### src/rtl/alu_exec_pipe.sv
// Execute stage: operand bypass, single-cycle ALU/address/branch ops and a multi-cycle MUL
// feeding one registered output slot that downstream can hold with stall_alu.
module alu_exec_pipe #(
  parameter int DATA_W  = 32,
  parameter int PC_W    = 32,
  parameter int REG_AW  = 5,
  parameter int MUL_LAT = 4   // legal range 2..16
) (
  input  logic              clock,
  input  logic              reset_c,
  input  logic              stall_alu,
  input  logic              in_valid,
  output logic              in_ready,
  input  logic [7:0]        in_opcode,
  input  logic [PC_W-1:0]   in_pc,
  input  logic [PC_W-1:0]   in_imm,
  input  logic [DATA_W-1:0] in_val1,
  input  logic [DATA_W-1:0] in_val2,
  input  logic [REG_AW-1:0] in_rs1,
  input  logic [REG_AW-1:0] in_rs2,
  input  logic [REG_AW-1:0] in_rd,
  input  logic              byp_valid,
  input  logic [REG_AW-1:0] byp_rd,
  input  logic [DATA_W-1:0] byp_data,
  output logic              out_valid,
  output logic [DATA_W-1:0] out_result,
  output logic [REG_AW-1:0] out_rd,
  output logic              out_wr_en,
  output logic              out_mem_rd,
  output logic              out_mem_wr,
  output logic              out_branch_taken,
  output logic [PC_W-1:0]   out_branch_pc,
  output logic              out_illegal
);

  localparam logic [7:0] OP_ADD  = 8'h00;
  localparam logic [7:0] OP_SUB  = 8'h01;
  localparam logic [7:0] OP_MUL  = 8'h02;
  localparam logic [7:0] OP_LDB  = 8'h10;
  localparam logic [7:0] OP_LDW  = 8'h11;
  localparam logic [7:0] OP_STB  = 8'h12;
  localparam logic [7:0] OP_STW  = 8'h13;
  localparam logic [7:0] OP_BEQ  = 8'h30;
  localparam logic [7:0] OP_JUMP = 8'h31;
  localparam int         CNT_W   = 5;

  typedef enum logic [0:0] {ST_IDLE = 1'b0, ST_MUL_BUSY = 1'b1} state_t;

  state_t              state_r;
  logic [CNT_W-1:0]    cnt_r;
  logic [DATA_W-1:0]   mul_a_r, mul_b_r;
  logic [REG_AW-1:0]   mul_rd_r;

  logic                out_valid_r, out_wr_en_r, out_mem_rd_r, out_mem_wr_r;
  logic                out_branch_taken_r, out_illegal_r;
  logic [DATA_W-1:0]   out_result_r;
  logic [REG_AW-1:0]   out_rd_r;
  logic [PC_W-1:0]     out_branch_pc_r;

  logic                slot_free_s, in_ready_s, accept_s, is_mul_s;
  logic                mul_done_s, load_direct_s;
  logic [DATA_W-1:0]   op1_s, op2_s, mul_lo_s;
  logic [DATA_W-1:0]   dec_result_s;
  logic [REG_AW-1:0]   dec_rd_s;
  logic                dec_wr_s, dec_mrd_s, dec_mwr_s, dec_tk_s, dec_ill_s;
  logic [PC_W-1:0]     dec_bpc_s;

  // Register 0 is hard-wired, so it must never pick up a forwarded value.
  assign op1_s = (byp_valid && (byp_rd == in_rs1) && (in_rs1 != '0)) ? byp_data : in_val1;
  assign op2_s = (byp_valid && (byp_rd == in_rs2) && (in_rs2 != '0)) ? byp_data : in_val2;

  assign slot_free_s   = !out_valid_r || !stall_alu;
  assign in_ready_s    = (state_r == ST_IDLE) && slot_free_s;
  assign accept_s      = in_valid && in_ready_s;
  assign is_mul_s      = (in_opcode == OP_MUL);
  assign load_direct_s = accept_s && !is_mul_s;
  assign mul_done_s    = (state_r == ST_MUL_BUSY) && (cnt_r == CNT_W'(1)) && slot_free_s;
  assign mul_lo_s      = mul_a_r * mul_b_r;

  // Decode single-cycle ops into the values the output slot would load this cycle.
  always_comb begin
    dec_result_s = '0;
    dec_rd_s     = in_rd;
    dec_wr_s     = 1'b0;
    dec_mrd_s    = 1'b0;
    dec_mwr_s    = 1'b0;
    dec_tk_s     = 1'b0;
    dec_bpc_s    = '0;
    dec_ill_s    = 1'b0;
    case (in_opcode)
      OP_ADD: begin
        dec_result_s = op1_s + op2_s;
        dec_wr_s     = 1'b1;
      end
      OP_SUB: begin
        dec_result_s = op1_s - op2_s;
        dec_wr_s     = 1'b1;
      end
      OP_MUL: begin
        dec_wr_s = 1'b1;
      end
      OP_LDB, OP_LDW: begin
        dec_result_s = op1_s + op2_s;
        dec_mrd_s    = 1'b1;
      end
      OP_STB, OP_STW: begin
        dec_result_s = op1_s + op2_s;
        dec_mwr_s    = 1'b1;
      end
      OP_BEQ: begin
        dec_tk_s  = (op1_s == op2_s);
        dec_bpc_s = in_pc + in_imm;
      end
      OP_JUMP: begin
        dec_tk_s  = 1'b1;
        dec_bpc_s = PC_W'(op1_s);
      end
      default: begin
        dec_ill_s = 1'b1;
        dec_rd_s  = '0;
      end
    endcase
  end

  // Sequencer: IDLE accepts work, MUL_BUSY counts down the multiply latency.
  always_ff @(posedge clock or negedge reset_c) begin
    if (!reset_c) begin
      state_r  <= ST_IDLE;
      cnt_r    <= '0;
      mul_a_r  <= '0;
      mul_b_r  <= '0;
      mul_rd_r <= '0;
    end else begin
      case (state_r)
        ST_IDLE: begin
          if (accept_s && is_mul_s) begin
            mul_a_r  <= op1_s;
            mul_b_r  <= op2_s;
            mul_rd_r <= in_rd;
            cnt_r    <= CNT_W'(MUL_LAT - 1);
            state_r  <= ST_MUL_BUSY;
          end
        end
        ST_MUL_BUSY: begin
          // Parked at 1 until the slot can take the product.
          if (cnt_r == CNT_W'(1)) begin
            if (slot_free_s) begin
              cnt_r   <= '0;
              state_r <= ST_IDLE;
            end
          end else begin
            cnt_r <= cnt_r - CNT_W'(1);
          end
        end
        default: begin
          state_r <= ST_IDLE;
          cnt_r   <= '0;
        end
      endcase
    end
  end

  // Output slot: loads a MUL completion or a direct op, empties when drained, else holds.
  always_ff @(posedge clock or negedge reset_c) begin
    if (!reset_c) begin
      out_valid_r        <= 1'b0;
      out_result_r       <= '0;
      out_rd_r           <= '0;
      out_wr_en_r        <= 1'b0;
      out_mem_rd_r       <= 1'b0;
      out_mem_wr_r       <= 1'b0;
      out_branch_taken_r <= 1'b0;
      out_branch_pc_r    <= '0;
      out_illegal_r      <= 1'b0;
    end else if (mul_done_s) begin
      out_valid_r        <= 1'b1;
      out_result_r       <= mul_lo_s;
      out_rd_r           <= mul_rd_r;
      out_wr_en_r        <= 1'b1;
      out_mem_rd_r       <= 1'b0;
      out_mem_wr_r       <= 1'b0;
      out_branch_taken_r <= 1'b0;
      out_branch_pc_r    <= '0;
      out_illegal_r      <= 1'b0;
    end else if (load_direct_s) begin
      out_valid_r        <= 1'b1;
      out_result_r       <= dec_result_s;
      out_rd_r           <= dec_rd_s;
      out_wr_en_r        <= dec_wr_s;
      out_mem_rd_r       <= dec_mrd_s;
      out_mem_wr_r       <= dec_mwr_s;
      out_branch_taken_r <= dec_tk_s;
      out_branch_pc_r    <= dec_bpc_s;
      out_illegal_r      <= dec_ill_s;
    end else if (slot_free_s) begin
      // Drop the side-effect flags with valid so a stale slot can never fire.
      out_valid_r        <= 1'b0;
      out_wr_en_r        <= 1'b0;
      out_mem_rd_r       <= 1'b0;
      out_mem_wr_r       <= 1'b0;
      out_branch_taken_r <= 1'b0;
      out_illegal_r      <= 1'b0;
    end
  end

  assign in_ready         = in_ready_s;
  assign out_valid        = out_valid_r;
  assign out_result       = out_result_r;
  assign out_rd           = out_rd_r;
  assign out_wr_en        = out_wr_en_r;
  assign out_mem_rd       = out_mem_rd_r;
  assign out_mem_wr       = out_mem_wr_r;
  assign out_branch_taken = out_branch_taken_r;
  assign out_branch_pc    = out_branch_pc_r;
  assign out_illegal      = out_illegal_r;

endmodule

### config.mk
export PLATFORM = sky130hd
export DESIGN_NAME = alu_exec_pipe
export DESIGN_NICKNAME = d
export VERILOG_FILES = /design/src/rtl/alu_exec_pipe.sv
export SDC_FILE = /design/constraint.sdc
export NUM_CORES = 2
export LEC_CHECK = 0
export ABC_CLOCK_PERIOD_IN_PS = 18410
export CAP_MARGIN = 15
export CORE_MARGIN = 2
export CORE_UTILIZATION = 30
export CTS_CLUSTER_SIZE = 8
export DETAILED_ROUTE_END_ITERATION = 6
export PLACE_DENSITY = 0.45
export RECOVER_POWER = 50
export SLEW_MARGIN = 15
export SYNTH_ARGS = -nofsm -noshare
export SYNTH_HDL_FRONTEND = slang
export SYNTH_SLANG_ARGS = --single-unit
### constraint.sdc
create_clock -name clock -period 18.41 [get_ports clock]
set_clock_uncertainty 0.1 [all_clocks]
set_input_delay 3.682 -clock clock [delete_from_list [all_inputs] [get_ports clock]]
set_output_delay 3.682 -clock clock [all_outputs]
set_load 0.02 [all_outputs]
==> results.sh <==
export IMPL_place_ws_ns=9.203
export IMPL_netlist_instances=3227
export IMPL_rows=112
export IMPL_wl_um=102300
export IMPL_start_util_pct=30.12
export IMPL_fp_dieW_um=309.4
export IMPL_clock_fmax_ghz=0.1127
export IMPL_ctsHoldBuffers=0
export IMPL_nets=4218
export IMPL_violations="max-capacitance violations, max-slew violations"
export IMPL_hold_path_class="register to register"
export IMPL_numPortBuffers=268
export IMPL_path_class="input port to output pin"
export IMPL_cts_setup_buffers=0
export IMPL_firstDrtPassIters=5
export IMPL_grt_max_degree=71
export IMPL_coreArea_um2=92910
export IMPL_r2r_start="mul_a_r[11]$_DFFE_PN0P_"
export IMPL_clock_sinks=150
export IMPL_grt_overflow=0
export IMPL_yosys_top_cells_area="fa_1 29%, dfrtp_1 13%, ha_1 9.7%"
export IMPL_drc=0
export IMPL_cts_buffers=17
export IMPL_synth_top_area_cell="fa_1"
export IMPL_cp_arrival_ns=5.09
export IMPL_finalSetupViolCount=0
export IMPL_slew_headroom_pct=-132.3
export IMPL_ir_drop_v=0.00006069
export IMPL_syn_to_final_growth_pct=16.75
export IMPL_rsz0062_at_grt="no"
export IMPL_vias_per_cell=4.968
export IMPL_worst_setup_path_endpoint="in_ready"
export IMPL_post_dp_hpwl_um=82080
export IMPL_synthFlopType="dfrtp_1"
export IMPL_cap_violations=3
export IMPL_setup_tns_ns=0
export IMPL_yosysWarnings=0
export IMPL_cts_repair_resized=0
export IMPL_drv_slew=155
export IMPL_avgSynthCellArea_um2=8.672
export IMPL_async_reset_ff_share_pct=100.0
export IMPL_cts_tree="built"
export IMPL_io_pins=269
export IMPL_layout_drive_gt1_share_pct=4.840
export IMPL_htree_levels=4
export IMPL_crit_required_ns=14.63
export IMPL_fillers=9790
export IMPL_rrSetupSlack_ns=10.57
export IMPL_insertion_delay_ns=0.46
export IMPL_outcome="finished with violations"
export IMPL_final_cell_area_um2=32670
export IMPL_hold_viol_final=0
export IMPL_drt_iter0_markers=1309
export IMPL_grt_pass1_vias=24791
export IMPL_reg2reg_to="out_result[29]$_DFFE_PN0P_"
export IMPL_postPlaceCellArea_um2=32040
export IMPL_powerDensity_nw_per_um2=37.64
export IMPL_tightest_slew_ns=3.484
export IMPL_fin_crit_ns=8.873
export IMPL_worst_setup_path_end_kind="output pin"
export IMPL_grt_pass1_wl_um=157400
export IMPL_clkTransAtPathRegs_ns=0.07
export IMPL_vias=23171
export IMPL_synth_seq_cells=150
export IMPL_synthesis_area_um2=27990
export IMPL_multi_input_area_um2=21840
export IMPL_die_h_um=309.4
export IMPL_p_leak_nw=15.19
export IMPL_worst_r2r_path_depth=23
export IMPL_wl_per_cell_um=21.94
export IMPL_final_seq_area_um2=3759
export IMPL_post_route_util_pct=35.17
export IMPL_syn_num_nets=4049
export IMPL_gp_congestion=0.9174
export IMPL_period_share_pct=48.20
export IMPL_cts_root_buf="clkbuf_16"
export IMPL_grt_usage_pct=21.85
export IMPL_cp_start_kind="input port"
export IMPL_clock_path_buffers=2
export IMPL_antenna_found_initial=4
export IMPL_fin_ws_ns=9.537
export IMPL_die_area_um2=95740
export IMPL_crit_path_max_fanout=7
export IMPL_crit_start="stall_alu"
export IMPL_synth_top_area_share_pct=29.40
export IMPL_yosysSeqAreaShare_pct=13.41
export IMPL_synth_edf_count=0
export IMPL_synth_distinct_cells=80
export IMPL_detail_route_antenna_nets=0
==> per-layer routing <==
| metal | share of wire (%) | global-route usage [%] | vias up | routed length (µm) |
|---|---|---|---|---|
| met5 | 0 | 0 | - | 0 |
| met4 | 3.8 | 8.049 | 0 | 3910 |
| met1 | 46 | 29.68 | 11692 | 46620 |
| met3 | 4.5 | 2.616 | 114 | 4598 |
| met2 | 46 | 35.64 | 611 | 47200 |
| li1 | - | - | 10754 | - |
==> sequential cells by signal, indices dropped and copies added (netlist names) <==
name / cells
mul_a_r: 32
mul_b_r: 32
out_branch_pc: 32
out_result: 32
cnt_r: 5
mul_rd_r: 5
out_rd: 5
out_branch_taken: 1
out_illegal: 1
out_mem_rd: 1
out_mem_wr: 1
out_valid: 1
out_wr_en: 1
state_r: 1
==> worst max-delay path: stages <==
cell	delay (ns)
clkdlybuf4s50_1	0.47
and2_1	0.33
nor2_1	0.07
clkdlybuf4s50_1	0.54
==> cells in the mapped netlist (all sizes together) (6+ instances only) <==
cell	number
mux2i	50
o31ai	13
a221oi	13
o221ai	13
inv	472
or2	6
o21ai	150
clkbuf	158
a31oi	18
nor2	115
o22ai	13
mux2	44
a21o	31
nand3	40
o31a	7
ha	218
o21a	11
and3	12
xnor2	97
a211oi	33
a21boi	6
and2	318
a22oi	16
nand2b	18
o21bai	20
o2111ai	8
nand4	9
a21oi	142
a22o	6
nand2	394
a31o	6
nor2b	15
o211ai	12
dfrtp	150
nor4	13
xor2	30
buf	15
or3	15
nor3	43
fa	411
a221o	7
==> logic make-up after synthesis <==
family / share of synthesized area [%]
AO/OA/AOI/OAI: 13.21
XOR/XNOR: 4.055
adder cells (fa/ha/maj): 39.15
buffers and inverters: 8.714
flip-flops: 13.41
multiplexers: 3.559
AND/OR/NAND/NOR: 17.90
==> per-stage QoR <==
| stage | power (mW) | hold WS, ns | std cells |
|---|---|---|---|
| CTS | 1.242 | 0.3683 | 4663 |
| floorplan | 0.6225 | 0.3331 | 3227 |
| global placement | 0.8285 | 0.3446 | 4631 |
| detailed placement | 0.8236 | 0.3476 | 4631 |
| global route | 1.290 | 0.3915 | 4663 |
| finish | 1.230 | 0.3663 | 4664 |
==> report_power, final <==
group / switching (mW) / internal [mW] / leakage [nW] / total (mW)
clock network: 0.169 / 0.244 / 0.315 / 0.412
logic: 0.256 / 0.174 / 12.8 / 0.430
registers: 0.0386 / 0.349 / 2.03 / 0.388
total: 0.464 / 0.766 / 15.2 / 1.23
==> area by class of cell <==
type                    instances  area share (%)
clock inverters                13          0.6663
diodes                          1        0.007659
clock buffers                  19           1.325
repair buffers                323           9.416
well taps                    1254           4.802
inverters                     472           5.422
flip-flops and latches        150           11.50
multi-input cells            2432           66.86
==> how the worst min path moves through the flow <==
stage | start | end | cells after the start
2_1_floorplan | mul_rd_r[0]$_DFFE_PN0P_ | out_rd[0]$_DFFE_PN0P_ | 2
3_3_place_gp | mul_rd_r[3]$_DFFE_PN0P_ | out_rd[3]$_DFFE_PN0P_ | 2
3_5_place_dp | mul_rd_r[3]$_DFFE_PN0P_ | out_rd[3]$_DFFE_PN0P_ | 2
4_1_cts | mul_rd_r[4]$_DFFE_PN0P_ | out_rd[4]$_DFFE_PN0P_ | 2
5_1_grt | mul_rd_r[1]$_DFFE_PN0P_ | out_rd[1]$_DFFE_PN0P_ | 2
6_report | mul_rd_r[4]$_DFFE_PN0P_ | out_rd[4]$_DFFE_PN0P_ | 2
==> layout by cell type (no fill, tap or decap), types with 14 or more instances in the layout <==
cell type          n
a211oi_1          31
a21o_1            31
a21oi_1          141
a22oi_1           16
a31oi_1           17
and2_1           317
buf_4             53
clkbuf_16         17
clkdlybuf4s50_1  228
dfrtp_1          146
dlygate4sd3_1     38
fa_1             411
ha_1             218
inv_1            471
mux2_2            44
mux2i_1           50
nand2_1          394
nand2b_1          18
nand3_1           39
nor2_1           112
nor2b_1           15
nor3_1            43
o21ai_0          145
o21bai_1          20
or3_1             14
xnor2_1           97
xor2_1            30
No activity file was read; power rests on OpenSTA's default activity.
